[config.mk]
export PLATFORM = sky130hd
export DESIGN_NAME = cache_control
export DESIGN_NICKNAME = d
export VERILOG_FILES = /design/src/rtl/cache_control_pkg.sv /design/src/rtl/cache_control_sat_counter.sv /design/src/rtl/cache_control.sv
export SDC_FILE = /design/constraint.sdc
export NUM_CORES = 1
export LEC_CHECK = 0
export CORE_MARGIN = 2
export CORE_UTILIZATION = 50
export CTS_BUF_LIST = sky130_fd_sc_hd__clkbuf_8
export DETAILED_ROUTE_END_ITERATION = 10
export PLACE_DENSITY = 0.92
export REMOVE_ABC_BUFFERS = 1
export SLEW_MARGIN = 40
export SYNTH_ARGS = -nofsm -noshare
export SYNTH_HDL_FRONTEND = slang
export SYNTH_SLANG_ARGS = --single-unit
[constraint.sdc]
create_clock -name clk -period 2.8 [get_ports clk]
set_clock_uncertainty 0.2 [all_clocks]
set_input_delay 0.7 -clock clk [delete_from_list [all_inputs] [get_ports clk]]
set_output_delay 0.7 -clock clk [all_outputs]
set_load 0.05 [all_outputs]
[src/rtl/cache_control_pkg.sv]
// rtl/cache_control_pkg.sv - shared types and helpers for the L1 cache controller
package cache_control_pkg;

  typedef enum logic [1:0] {
    IDLE      = 2'd0,
    WRITEBACK = 2'd1,
    ALLOCATE  = 2'd2
  } lc3b_cache_state;

  typedef logic lc3b_way;

  localparam lc3b_way WAY1 = 1'b0;
  localparam lc3b_way WAY2 = 1'b1;

  // Dirty bit of the way that would be evicted from the indexed set.
  function automatic logic victim_dirty(input lc3b_way way, input logic d1, input logic d2);
    return (way == WAY2) ? d2 : d1;
  endfunction

endpackage

[src/rtl/cache_control_sat_counter.sv]
// rtl/cache_control_sat_counter.sv - saturating event counter with synchronous clear
module sat_counter #(
  parameter int width = 16
) (
  input  logic             clk,
  input  logic             reset_n,
  input  logic             clr,
  input  logic             inc,
  output logic [width-1:0] count
);

  // Clear wins over a same-cycle increment; the count sticks at all-ones.
  always_ff @(posedge clk) begin
    if (!reset_n || clr) begin
      count <= '0;
    end else if (inc && (count != {width{1'b1}})) begin
      count <= count + 1'b1;
    end
  end

endmodule

[src/rtl/cache_control.sv]
// rtl/cache_control.sv - control FSM for the 2-way set-associative L1 cache
module cache_control
  import cache_control_pkg::*;
#(
  parameter int CNT_W = 16
) (
  input  logic             clk,
  input  logic             reset_n,
  input  logic             mem_read,
  input  logic             mem_write,
  output logic             mem_resp,
  output logic             pmem_read,
  output logic             pmem_write,
  input  logic             pmem_resp,
  input  logic             hit,
  input  logic             hit_way,
  input  logic             lru_way,
  input  logic             dirty1_out,
  input  logic             dirty2_out,
  output logic             load_tag1,
  output logic             load_tag2,
  output logic             load_valid1,
  output logic             load_valid2,
  output logic             load_data1,
  output logic             load_data2,
  output logic             load_dirty1,
  output logic             load_dirty2,
  output logic             load_lru,
  output logic             lru_in,
  output logic             valid1_in,
  output logic             valid2_in,
  output logic             dirty1_in,
  output logic             dirty2_in,
  output logic             eviction,
  output logic             data_src,
  output logic             paddr_sel,
  input  logic             stat_clr,
  output logic [CNT_W-1:0] hit_count,
  output logic [CNT_W-1:0] miss_count,
  output logic [CNT_W-1:0] wb_count
);

  lc3b_cache_state state, next_state;
  logic            refill;
  logic            refill_set, refill_clr;
  logic            hit_inc, miss_inc, wb_inc;
  logic            req, wr;

  assign req = mem_read | mem_write;
  assign wr  = mem_write;

  always_ff @(posedge clk) begin
    if (!reset_n) begin
      state <= IDLE;
    end else begin
      state <= next_state;
    end
  end

  // Set on a line fill so the completing hit is not counted as a hit.
  always_ff @(posedge clk) begin
    if (!reset_n) begin
      refill <= 1'b0;
    end else if (refill_set) begin
      refill <= 1'b1;
    end else if (refill_clr) begin
      refill <= 1'b0;
    end
  end

  always_comb begin
    next_state  = state;
    mem_resp    = 1'b0;
    pmem_read   = 1'b0;
    pmem_write  = 1'b0;
    load_tag1   = 1'b0;
    load_tag2   = 1'b0;
    load_valid1 = 1'b0;
    load_valid2 = 1'b0;
    load_data1  = 1'b0;
    load_data2  = 1'b0;
    load_dirty1 = 1'b0;
    load_dirty2 = 1'b0;
    load_lru    = 1'b0;
    lru_in      = 1'b0;
    valid1_in   = 1'b0;
    valid2_in   = 1'b0;
    dirty1_in   = 1'b0;
    dirty2_in   = 1'b0;
    eviction    = 1'b0;
    data_src    = 1'b0;
    paddr_sel   = 1'b0;
    refill_set  = 1'b0;
    refill_clr  = 1'b0;
    hit_inc     = 1'b0;
    miss_inc    = 1'b0;
    wb_inc      = 1'b0;

    case (state)
      IDLE: begin
        // Array strobes are held off while reset is asserted.
        if (req && reset_n) begin
          if (hit) begin
            mem_resp   = 1'b1;
            load_lru   = 1'b1;
            lru_in     = ~hit_way;
            hit_inc    = ~refill;
            refill_clr = 1'b1;
            if (wr) begin
              data_src = 1'b1;
              if (hit_way == WAY2) begin
                load_data2  = 1'b1;
                load_dirty2 = 1'b1;
                dirty2_in   = 1'b1;
              end else begin
                load_data1  = 1'b1;
                load_dirty1 = 1'b1;
                dirty1_in   = 1'b1;
              end
            end
          end else begin
            miss_inc   = 1'b1;
            next_state = victim_dirty(lru_way, dirty1_out, dirty2_out) ? WRITEBACK : ALLOCATE;
          end
        end
      end

      WRITEBACK: begin
        eviction   = 1'b1;
        paddr_sel  = 1'b1;
        pmem_write = 1'b1;
        if (pmem_resp) begin
          wb_inc     = 1'b1;
          next_state = ALLOCATE;
        end
      end

      ALLOCATE: begin
        eviction  = 1'b1;
        pmem_read = 1'b1;
        if (pmem_resp && reset_n) begin
          refill_set = 1'b1;
          next_state = IDLE;
          if (lru_way == WAY2) begin
            load_data2  = 1'b1;
            load_tag2   = 1'b1;
            load_valid2 = 1'b1;
            load_dirty2 = 1'b1;
            valid2_in   = 1'b1;
          end else begin
            load_data1  = 1'b1;
            load_tag1   = 1'b1;
            load_valid1 = 1'b1;
            load_dirty1 = 1'b1;
            valid1_in   = 1'b1;
          end
        end
      end

      default: begin
        next_state = IDLE;
      end
    endcase
  end

  sat_counter #(.width(CNT_W)) u_hit_cnt (
    .clk     (clk),
    .reset_n (reset_n),
    .clr     (stat_clr),
    .inc     (hit_inc),
    .count   (hit_count)
  );

  sat_counter #(.width(CNT_W)) u_miss_cnt (
    .clk     (clk),
    .reset_n (reset_n),
    .clr     (stat_clr),
    .inc     (miss_inc),
    .count   (miss_count)
  );

  sat_counter #(.width(CNT_W)) u_wb_cnt (
    .clk     (clk),
    .reset_n (reset_n),
    .clr     (stat_clr),
    .inc     (wb_inc),
    .count   (wb_count)
  );

endmodule
Word level (Yosys, flattened, before mapping)
Index checks and enable logic that the tools add are counted.
{ "word_totals": {"register_bits": 51, "in_bits": 11, "rom_bits": 0, "mem_count": 0, "mem_bits_rw": 0, "latch_bits": 0} }
{ "op_classes": {"eq_ne": 9, "n_lt_le_gt_ge": 0, "n_mux": 50, "n_div": 0, "n_reduce_logical": 11, "add_sub_neg": 3, "mul": 0, "n_bitwise": 3, "n_shift": 0} }
{ "op_table": {"columns": ["cell", "n"], "rows": [
  ["$add 16x1->16 const B", 3],
  ["$ne 16x16->1 const B", 3],
  ["$mux 1", 42],
  ["$mux 2", 5],
  ["$ne 2x2->1 const B", 4],
  ["$pmux 2 s3", 1],
  ["$logic_and 1x1->1", 5],
  ["$pmux 1 s2", 2],
  ["$reduce_and 4->1", 1],
  ["$eq 2x1->1 const B", 1],
  ["$eq 2x2->1 const B", 1],
  ["$logic_not 2->1", 1],
  ["$not 1->1", 2],
  ["$reduce_bool 2->1", 1],
  ["$reduce_or 2->1", 1],
  ["$logic_not 1->1", 1],
  ["$logic_or 1x1->1", 1],
  ["$or 1x1->1", 1]
]} }

Depth between registers and ports, before layout
Gate-level depths: netlist (run 1).
{ "logic_depth": {"depth_word": 6, "ltp_mapped": 10} }

By module
From an unflattened synthesis (run 1), not the netlist that was laid out.
{ "hier_totals": {"hier_cells": 329, "area_unflattened_um2": 2954.1} }
{ "by_module_without_submodules": {"columns": ["module", "cells_each", "area_each_um2", "instances"], "rows": [
  ["sat_counter", 94, 862.1, 3],
  ["cache_control", 47, 367.9, 1]
]} }

Worst setup path before layout (run 1)
No wires, ideal clock.
{ "synth_timing": {"kind": "input to output", "from": "input port mem_write", "to": "output port load_dirty2", "stages": 8, "path_buffers": 1, "arrival_time_ns": 2.970, "path_slack_ns": -1.070, "path_cell_list": "o211a_1 nand2_1 inv_1 nand2_1 inv_1 and2_1 or2_2 buf_4"} }
{ "synth_via": {"elab_chain_cells": 4, "word_cells_on_any_way": 6, "cone_classes": "4 x mux; 1 x bitwise; 1 x reduce/logical"} }
{ "synth_lines": {"columns": ["element", "line", "rtl"], "rows": [
  ["start: declaration", "cache_control.sv:10", "input logic mem_write,"],
  ["$mux 1 / $or 1x1->1 (equally long branches)", null, null],
  ["$mux 1 / $logic_and 1x1->1 (equally long branches)", null, null],
  ["$mux 1 *", null, null],
  ["$pmux 1 s2 *", null, null],
  ["end: declaration", "cache_control.sv:27", "output logic load_dirty2,"]
]} }
Every way passes the cells marked *; elsewhere a longest branch is shown, timed or not.

Worst setup path in the final report (run 1)
{ "layout_timing": {"from": "input port mem_read", "to": "output port load_data2"} }
{ "layout_via": {"elab_chain_cells": 4} }
{ "layout_lines": {"columns": ["element", "line", "rtl"], "rows": [
  ["start: declaration", "cache_control.sv:9", "input logic mem_read,"],
  ["$or 1x1->1", "cache_control.sv:49", "assign req = mem_read | mem_write;"],
  ["$logic_and 1x1->1", "cache_control.sv:102", "if (req && reset_n) begin"],
  ["$mux 1", "cache_control.sv:102", null],
  ["$pmux 1 s2", "cache_control.sv:99", "case (state)"],
  ["end: declaration", "cache_control.sv:25", "output logic load_data2,"]
]} }
No other way between the ends.

==> results.md, run 1 <==
- Worst Path Required: 1900 ps
- Cell variety after synth: 49
- Most instantiated library cell after synthesis: dfxtp_1
- Yosys reg bits: 51
- Vias per cell: 6.58
- Area fraction of the dominant cell type after synthesis: 35.3%
- 1st-iter DRT viols: 322
- WP depth: 9
- Worst EP arrival: 1860 ps
- Met2 Wirelength: 4970 um
- Clock Latency Late Sink: 320 ps
- Worst setup path class: input pin to output pin
- Actual slew at the worst max-slew pin: 649 ps
- Top layer reached by signal wires: met4
- CP Launch Type: input pin
- Slowest-stage cell, CP: o211a_1
- Asr flop ratio synth: 0%
- Slew HR: 56.3%
- Number of CTS-inserted buffers: 5
- HP Class: flip-flop to flip-flop
- PortBufs: 78
- Synth area leaders: dfxtp_1 (35%), a21oi_1 (6.4%), or4_1 (5.4%), nand2_1 (4.7%), o31ai_1 (3.9%)
- Worst Path Buf+Inv: 4
- Clock sink count: 51
- Detailed-route wire length per cell: 18.5 um
- # setup viols final: 0
- Remaining DRCs: 0
- Final period util: 98.5%
- GP Congestion: 0.897
- Post-Route WL: 9920 um
- Nets: 482
- Clock transition at the registers of the reported paths: 100 ps
- CP max stage delay: 250 ps
- First-pass GRT wire length: 15800 um
- CTS Buffer Depth: 2
- Pleak: 1.48 nW
- Layout Utilization: 76.9%
- Maxcap violations: 0
- Fin Hold WS: 306 ps
- Syn_area_per_cell: 8.13 um2
- Total grt overflow: 0
- Synth warn: 0
- Peak supply drop: 0.000333 V
- # H-tree levels: 2
- Syn-to-layout area delta: 47.3%
- WHS Endpoint: state[0]
- Cells on worst reg2reg path: 7
- Fmax: 363 MHz
- # rows: 27
- WHS Path Cells: 2
- Cell family with most CP delay: simple AND/OR/NAND/NOR gates
- Post-synth EDFFs: 0
- CTS Hold Bufs: 0
- Met3 wire len: 705 um
- Outcome: finished clean
- DIE AREA: 6410 um2
- Final Max Slew Viols: 0
- TritonCTS clock tree: done
- Core Area: 5540 um2
- Worst Path Max Fanout: 2
- Total Routing Usage GR: 31.2%
- Min Tclk post-route: 2760 ps
- M1 wire length: 3800 um
- Die width: 80.1 um
- Layout cells sized above 1: 17.8%
- R2R setup slack: 350 ps
- Syn Inst Count: 356
- Starting density of the core: 52.2%
- Largest net degree at the start of global routing: 40
- Most frequent cells after synthesis: dfxtp_1 (51), a21oi_1 (37), nand2_1 (36), or4_1 (21), o21ai_0 (18)
- RR Endpoint: u_hit_cnt.count[11]
- # IOs: 79
- Final HPWL DP: 6570 um
- Antenna Cells: 0
- Synth Flop Type: dfxtp_1
- DR vias: 3535
- Synth area leader: dfxtp_1
- Post-Synthesis Cell Area: 2890 um2
- Final Hold Vio Count: 0
- Initial antenna violation count: 0
- Die Span Y: 80.1 um
- Pwr Density: 401 nW/um2
- Seq/Total Area, Yosys: 35.3%
- Hold Crit Start: state[0]
- Cell breakdown of the critical path: buf_2 -> o211a_1 -> nand2_2 -> inv_2 -> nand2_2 -> inv_2 -> and2_4 -> or2_4 -> buf_12
- Number of global-route vias before repair: 3235
- Crit end category: output pin
- R2r startpoint: state[1]
- 1st-pass router iterations: 5
- Antenna-violating nets left: 0
- Clock root buffer: clkbuf_8
-- sequential cells by signal, summed over array words and instances, names as in the netlist --
register	flops
u_hit_cnt.count	16
u_miss_cnt.count	16
u_wb_cnt.count	16
state	2
refill	1
-- timing repair --
action / 4_1_cts / 5_1_grt
pin swaps: 4 / 3
resized for setup: 18 / 8
endpoints found under the setup margin: 11 / 10
buffers inserted: 4 / 2
endpoints found under the hold margin: 0 / 0
-- worst reg2reg max path, cell delays in order, from the launching register on --
cell	delay (ps)
dfxtp_2	350
inv_1	80
ha_2	170
buf_4	140
o211ai_4	100
or4_1	670
or4_1	520
a21oi_1	160
-- worst max path at each step --
stage / start / endpoint / slack (ps)
3_5_place_dp: mem_write / load_data2 / -450
2_1_floorplan: state[0] / load_data2 / -1790
5_1_grt: mem_read / load_dirty2 / -2
4_1_cts: state[0] / load_data2 / 10
6_report: mem_read / load_data2 / 40
3_3_place_gp: mem_write / load_data2 / -390
-- routing by layer --
metal  vias up  global-route usage, %
li1       1583                      -
met1      1672                   37.3
met2       228                   52.2
met3        52                   6.29
met4         0                   17.1
met5         -                      0
-- cell families after synthesis --
family	share of synthesized area, %
fa+ha+maj	2.60
simple gates	32.3
xor+xnor	0.606
buf+inv	4.97
mux	2.42
compound gates	21.8
flops	35.3
-- metrics by stage --
stage | instances | total power, mW | area [um2] | TNS, ps | setup WS (ps)
floorplan | 339 | 0.986 | 2800 | -14480 | -1790
global placement | 524 | 1.16 | 4090 | -2450 | -388
detailed placement | 524 | 1.17 | 4090 | -3370 | -446
CTS | 535 | 1.68 | 4220 | 0 | 12.7
global route | 537 | 1.75 | 4260 | -2.92 | -1.77
finish | 537 | 1.71 | 4260 | 0 | 41.8
-- layout by cell type (no fill, tap or decap), types with 15 or more instances in the layout --
cell	n
a21oi_1	37
buf_12	16
buf_4	41
clkdlybuf4s50_1	56
dfxtp_1	49
nand2_1	34
nand4_1	17
o21ai_0	18
o31ai_1	15
or4_1	21
-- where the power goes --
| group | internal, mW | leakage, nW | switching (mW) | total (mW) |
|---|---|---|---|---|
| sequential | 0.736 | 0.412 | 0.0120 | 0.748 |
| combinational | 0.183 | 1.01 | 0.262 | 0.444 |
| clock | 0.259 | 0.0554 | 0.258 | 0.517 |
-- cell type report --
| type | instances | area, um2 |
|---|---|---|
| Multi-Input combinational cell | 275 | 1750 |
| Fill cell | 382 | 1280 |
| Timing Repair Buffer | 119 | 1240 |
| Sequential cell | 51 | 1020 |
| Tap cell | 72 | 90.1 |
| Clock buffer | 5 | 68.8 |
| Inverter | 13 | 48.8 |
| Clock inverter | 2 | 33.8 |
Power figures use the tool's default switching activity.
==> inputs of run 2 (changes only) <==
--- a/constraint.sdc
+++ b/constraint.sdc
@@ -4,2 +4,2 @@
 set_output_delay 0.7 -clock clk [all_outputs]
-set_load 0.05 [all_outputs]
+set_load 0.005 [all_outputs]
==> results.md, run 2 (synthesis gave the netlist of run 1 again) <==
- Logic pwr share: 19.8% (was 26.0%)
- Clock root buffer: clkbuf_8 (unchanged)
- Number of global-route vias before repair: 3126 (was 3235)
- Fillcell total: 421 (was 382)
- TritonCTS clock tree: done (unchanged)
- Largest net degree at the start of global routing: 40 (unchanged)
- R2r startpoint: state[1] (unchanged)
- Clock transition at the registers of the reported paths: 100 ps (about the same)
- RR Endpoint: u_hit_cnt.count[11] (unchanged)
- Detailed-route wire length per cell: 16.6 um (was 18.5 um)
- Commonest non-fill, non-tap cell in the layout: clkdlybuf4s50_1 (unchanged)
- Pleak: 1.43 nW (was 1.48 nW)
- Fmax: 362 MHz (was 363 MHz)
- Min Tclk post-route: 2760 ps (about the same)
- Worst Path Required: 1900 ps (about the same)
- PortBufs: 78 (unchanged)
- Worst Path Max Fanout: 2 (unchanged)
- Cell breakdown of the critical path: dlygate4sd2_1 -> o211a_1 -> nand2_2 -> inv_2 -> nand2_4 -> inv_2 -> and2_4 -> or2_4 -> buf_6 (was buf_2 -> o211a_1 -> nand2_2 -> inv_2 -> nand2_2 -> inv_2 -> and2_4 -> or2_4 -> buf_12)
- Actual slew at the worst max-slew pin: 843 ps (was 649 ps)
- Antenna-violating nets left: 0 (unchanged)
- Cells on worst reg2reg path: 7 (unchanged)
- # setup viols final: 0 (unchanged)
- CP max stage delay: 260 ps (was 250 ps)
- Clock share of power: 31.2% (was 30.2%)
- Final HPWL DP: 6390 um (was 6570 um)
- Vias per cell: 6.31 (was 6.58)
- Slew HR: 43.2% (was 56.3%)
- Final Hold Vio Count: 0 (unchanged)
- CP startpoint: reset_n (was mem_read)
- DIE AREA: 6410 um2 (unchanged)
- GP Congestion: 0.855 (was 0.897)
- # IOs: 79 (unchanged)
- Cell family with most CP delay: simple AND/OR/NAND/NOR gates (unchanged)
- Switching pwr: 427 uW (was 532 uW)
- Worst EP arrival: 1860 ps (about the same)
- Hold Crit Start: u_wb_cnt.count[14] (was state[0])
- Fin Hold WS: 326 ps (was 306 ps)
- Peak supply drop: 0.000380 V (was 0.000333 V)
- Die Span Y: 80.1 um (unchanged)
- Reg power frac: 49.0% (was 43.8%)
- Number of CTS-inserted buffers: 5 (unchanged)
- Worst setup path class: input pin to output pin (unchanged)
- Starting density of the core: 52.2% (unchanged)
- Outcome: finished clean (unchanged)
- Post-Route WL: 8890 um (was 9920 um)
- Net Sw Frac: 28.1% (was 31.1%)
- # H-tree levels: 2 (unchanged)
- CP Launch Type: input pin (unchanged)
- Final period util: 98.6% (was 98.5%)
- FF/Latch Area: 1020 um2 (about the same)
- Footprint of the multi-input gates: 1760 um2 (was 1750 um2)
- CTS Hold Bufs: 0 (unchanged)
- Total grt overflow: 0 (unchanged)
- Internal: 1.09 mW (was 1.18 mW)
- Die width: 80.1 um (unchanged)
- Biggest regs: u_hit_cnt.count x16, u_miss_cnt.count x16, u_wb_cnt.count x16 (unchanged)
- Clock sink count: 51 (unchanged)
- WHS Path Cells: 2 (unchanged)
- # rows: 27 (unchanged)
- HP Class: flip-flop to flip-flop (unchanged)
- Remaining DRCs: 0 (unchanged)
- Pwr Density: 374 nW/um2 (was 401 nW/um2)
- Maxcap violations: 0 (unchanged)
- Clock Latency Late Sink: 320 ps (about the same)
- Antenna Cells: 0 (unchanged)
- Most used cell, CP: inv_2
- Sum of negative setup slack: 0 ps (unchanged)
- Crit end category: output pin (unchanged)
- Slowest-stage cell, CP: dlygate4sd2_1 (was o211a_1)
- 1st-iter DRT viols: 311 (was 322)
- Worst Path Buf+Inv: 4 (unchanged)
- WHS Endpoint: u_wb_cnt.count[14] (was state[0])
- CTS Buffer Depth: 2 (unchanged)
- Commonest cells after routing, fill and taps aside: clkdlybuf4s50_1 (57), dfxtp_1 (51), a21oi_1 (37), buf_4 (37), nand2_1 (34) (was clkdlybuf4s50_1 (56), dfxtp_1 (49), buf_4 (41))
- First-pass GRT wire length: 14600 um (was 15800 um)
- Nets: 479 (was 482)
- R2R setup slack: 380 ps (was 350 ps)
- Initial antenna violation count: 0 (unchanged)
- DR vias: 3375 (was 3535)
- Total Routing Usage GR: 28.3% (was 31.2%)
- Layout cells sized above 1: 14.7% (was 17.8%)
- Core Area: 5540 um2 (unchanged)
- Final Max Slew Viols: 0 (unchanged)
- Syn-to-layout area delta: 40.2% (was 47.3%)
- 1st-pass router iterations: 5 (unchanged)
-- run 2: cell types whose count changed in the layout (fill, tap and decap cells not counted), sizes merged --
cell and delta:
clkinvlp +1, dlygate4sd2 +10, clkbuf +5, bufinv -1
inv -1, clkdlybuf4s50 +1, clkinv +1, buf -18
-- run 2: timing repair --
action                                  in CTS  in global routing
resized for setup                           38                 15
pin swaps                                    4                  2
setup buffers                                3                  0
endpoints found under the setup margin      16                  8
-- run 2: tightest hold or removal path, cell delays in order (launching register included) --
cell	delay, ps
dfxtp_1	350
o31ai_1	80
a21oi_1	60
-- run 2: power by group through the flow --
stage	Clock, mW	Combinational, mW	Sequential (mW)
6_report	0.473	0.300	0.744
5_1_grt	0.516	0.325	0.745
4_1_cts	0.473	0.292	0.743
3_5_place_dp	0	0.285	0.760
3_3_place_gp	0	0.275	0.759
2_1_floorplan	0	0.120	0.758
-- run 2: area by class of cell --
cell class | instances | share of cell area (%)
Tap cell | 72 | 2.22
Clock buffer | 6 | 2.04
Inverter | 13 | 1.20
Timing Repair Buffer | 116 | 25.6
Multi-Input combinational cell | 275 | 43.4
Sequential cell | 51 | 25.2
Clock inverter | 2 | 0.401
-- run 2: per-stage QoR --
| step | utilization (%) | setup slack (ps) | total power [mW] | instance area (um2) | instances |
|---|---|---|---|---|---|
| 3_3_place_gp | 71.0 | -633 | 1.03 | 3930 | 524 |
| 4_1_cts | 73.1 | -32.7 | 1.51 | 4050 | 535 |
| 3_5_place_dp | 71.0 | -705 | 1.05 | 3930 | 524 |
| 2_1_floorplan | - | 143 | 0.878 | 2800 | 339 |
| 5_1_grt | 73.2 | -23.1 | 1.59 | 4060 | 535 |
| 6_report | 73.2 | 39.8 | 1.52 | 4060 | 535 |
-- run 2: how the worst max path moves through the flow --
stage,depth (start not counted),to,slack (ps)
floorplan,7,load_data2,140
global placement,9,load_dirty2,-630
detailed placement,9,load_data2,-710
CTS,9,load_data2,-30
global route,8,dirty1_in,-20
finish,9,load_data2,40
-- run 2: metal layers --
metal / track usage [%] / vias up / share of wire, %
li1: - / 1587 / -
met1: 35.4 / 1587 / 39
met2: 49.5 / 181 / 52
met3: 3.37 / 20 / 6.7
met4: 11.2 / 0 / 2.1
met5: 0 / - / 0
==> inputs of run 3 (changes only) <==
- CORE_MARGIN: 2 -> 3
==> results.md, run 3 (synthesis gave the netlist of run 1 again) <==
- Outcome: finished clean (unchanged)
- Initial antenna violation count: 0 (unchanged)
- Peak supply drop: 0.000312 V (was 0.000380 V)
- Logic pwr share: 21.0% (was 19.8%)
- Switching pwr: 411 uW (was 427 uW)
- Hold Crit Start: u_wb_cnt.count[14] (unchanged)
- Pwr Density: 362 nW/um2 (was 374 nW/um2)
- Detailed-route wire length per cell: 16.2 um (was 16.6 um)
- Clock sink count: 51 (unchanged)
- Number of global-route vias before repair: 2986 (was 3126)
- Nets: 479 (unchanged)
- Total Routing Usage GR: 25.6% (was 28.3%)
- Fillcell total: 425 (was 421)
- CP max stage delay: 560 ps (was 260 ps)
- CTS Buffer Depth: 2 (unchanged)
- Commonest cells after routing, fill and taps aside: clkdlybuf4s50_1 (63), dfxtp_1 (51), a21oi_1 (37), buf_4 (37), nand2_1 (34) (was clkdlybuf4s50_1 (57), dfxtp_1 (51), a21oi_1 (37), buf_4 (37), nand2_1 (34))
- Commonest non-fill, non-tap cell in the layout: clkdlybuf4s50_1 (unchanged)
- Vias per cell: 6.18 (was 6.31)
- Cells on worst reg2reg path: 7 (unchanged)
- M1 wire length: 3670 um (was 3490 um)
- # setup viols final: 0 (unchanged)
- Net Sw Frac: 27.7% (was 28.1%)
- # H-tree levels: 2 (unchanged)
- Pleak: 1.39 nW (was 1.43 nW)
- TritonCTS clock tree: done (unchanged)
- 1st-iter DRT viols: 177 (was 311)
- CTS Hold Bufs: 0 (unchanged)
- Min Tclk post-route: 2740 ps (was 2760 ps)
- First-pass GRT wire length: 13700 um (was 14600 um)
- R2r startpoint: state[1] (unchanged)
- Worst setup path class: input pin to output pin (unchanged)
- GP Congestion: 0.873 (was 0.855)
- Clock share of power: 28.8% (was 31.2%)
- Final instance area: 4080 um2 (was 4060 um2)
- Clock Latency Late Sink: 310 ps (was 320 ps)
- Worst Path Max Fanout: 3 (was 2)
- HP Class: flip-flop to flip-flop (unchanged)
- Maxcap violations: 0 (unchanged)
- Top layer reached by signal wires: met4 (unchanged)
- Clock root buffer: clkbuf_8 (unchanged)
- Clock transition at the registers of the reported paths: 100 ps (about the same)
- Placed cell count: 523 (was 524)
- Starting density of the core: 52.2% (unchanged)
- Final Hold Vio Count: 0 (unchanged)
- Die Span Y: 82.1 um (was 80.1 um)
- # rows: 27 (unchanged)
- Internal: 1.07 mW (was 1.09 mW)
- # IOs: 79 (unchanged)
- Cell breakdown of the critical path: clkdlybuf4s15_2 -> buf_6 -> nand3_4 -> nor2_2 -> clkdlybuf4s50_1 (was dlygate4sd2_1 -> o211a_1 -> nand2_2 -> inv_2 -> nand2_4 -> inv_2 -> and2_4 -> or2_4 -> buf_6)
- Final Power: 1.48 mW (was 1.52 mW)
- Met3 wire len: 438 um (was 594 um)
- Met2 Wirelength: 4360 um (was 4610 um)
- DR vias: 3305 (was 3375)
- Post-Route WL: 8650 um (was 8890 um)
- Final period util: 97.9% (was 98.6%)
- Fmax: 365 MHz (was 362 MHz)
- CP Launch Type: input pin (unchanged)
- Largest net degree at the start of global routing: 40 (unchanged)
- Antenna Cells: 0 (unchanged)
- Syn-to-layout area delta: 41.2% (was 40.2%)
- Reg power frac: 50.2% (was 49.0%)
- Crit end category: output pin (unchanged)
- Cell Area, Placed: 3920 um2 (was 3930 um2)
- Non-Filler Instances: 535 (unchanged)
- Die width: 82.1 um (was 80.1 um)
- PortBufs: 78 (unchanged)
- Slew HR: 55.8% (was 43.2%)
- Remaining DRCs: 0 (unchanged)
- Slowest-stage cell, CP: clkdlybuf4s50_1 (was dlygate4sd2_1)
- 1st-pass router iterations: 5 (unchanged)
- Antenna-violating nets left: 0 (unchanged)
- Total grt overflow: 0 (unchanged)
- Number of CTS-inserted buffers: 5 (unchanged)
- Layout Utilization: 73.7% (was 73.2%)
- Worst EP arrival: 1840 ps (was 1860 ps)
- CP startpoint: reset_n (unchanged)
- Worst Path Required: 1900 ps (about the same)
- Actual slew at the worst max-slew pin: 657 ps (was 843 ps)
- Fin Hold WS: 316 ps (was 326 ps)
- Layout cells sized above 1: 15.3% (was 14.7%)
- Final Max Slew Viols: 0 (unchanged)
- Core Area: 5540 um2 (unchanged)
- Final HPWL DP: 6120 um (was 6390 um)
- DIE AREA: 6730 um2 (was 6410 um2)
- Biggest regs: u_hit_cnt.count x16, u_miss_cnt.count x16, u_wb_cnt.count x16 (unchanged)
- WHS Path Cells: 2 (unchanged)
[run 3: path summary, 6_finish.rpt]
check,endpoint,slack (ps)
hold reg to reg,u_wb_cnt.count[14],320
hold / removal,u_wb_cnt.count[14],320
setup reg to reg,u_hit_cnt.count[9],370
setup / recovery,valid1_in,60
[run 3: repair_timing]
item                                    in CTS  in global routing
setup buffers                                3                  1
resized for setup                           40                 12
endpoints found under the setup margin      16                 14
hold endpoints to repair                     0                  0
pin swaps                                    4                  2
[run 3: power by group through the flow]
stage               clock, mW  sequential (mW)  combinational (mW)
floorplan                   0            0.758               0.120
global placement            0            0.759               0.273
detailed placement          0            0.760               0.283
CTS                     0.437            0.743               0.296
global route            0.458            0.744               0.336
finish                  0.426            0.743               0.310
[run 3: per-stage QoR]
stage / TNS, ps / setup slack (ps)
3_5_place_dp: -8810 / -712
5_1_grt: -2.80 / -2.80
3_3_place_gp: -7580 / -632
6_report: 0 / 59.9
2_1_floorplan: 0 / 143
4_1_cts: 0 / 6.03
[run 3: per-layer routing]
| metal | vias to the layer above | GRT usage (%) |
|---|---|---|
| li1 | 1575 | - |
| met1 | 1580 | 32.8 |
| met2 | 131 | 42.6 |
| met3 | 19 | 4.61 |
| met4 | 0 | 9.97 |
| met5 | - | 0 |
[run 3: layout make-up]
type                    count  area (um2)  share of cell area, %
clock inverters             3        20.0                  0.490
well taps                  72        90.1                   2.21
inverters                  13        48.8                   1.19
repair buffers            116        1040                   25.4
flip-flops and latches     51        1020                   25.0
clock buffers               5        68.8                   1.69
multi-input cells         275        1800                   44.0
[run 3: critical path: cells and delay by family]
family / cells / cell delay (ps)
and+or+nand+nor: 2 / 270
buffers and inverters: 3 / 870
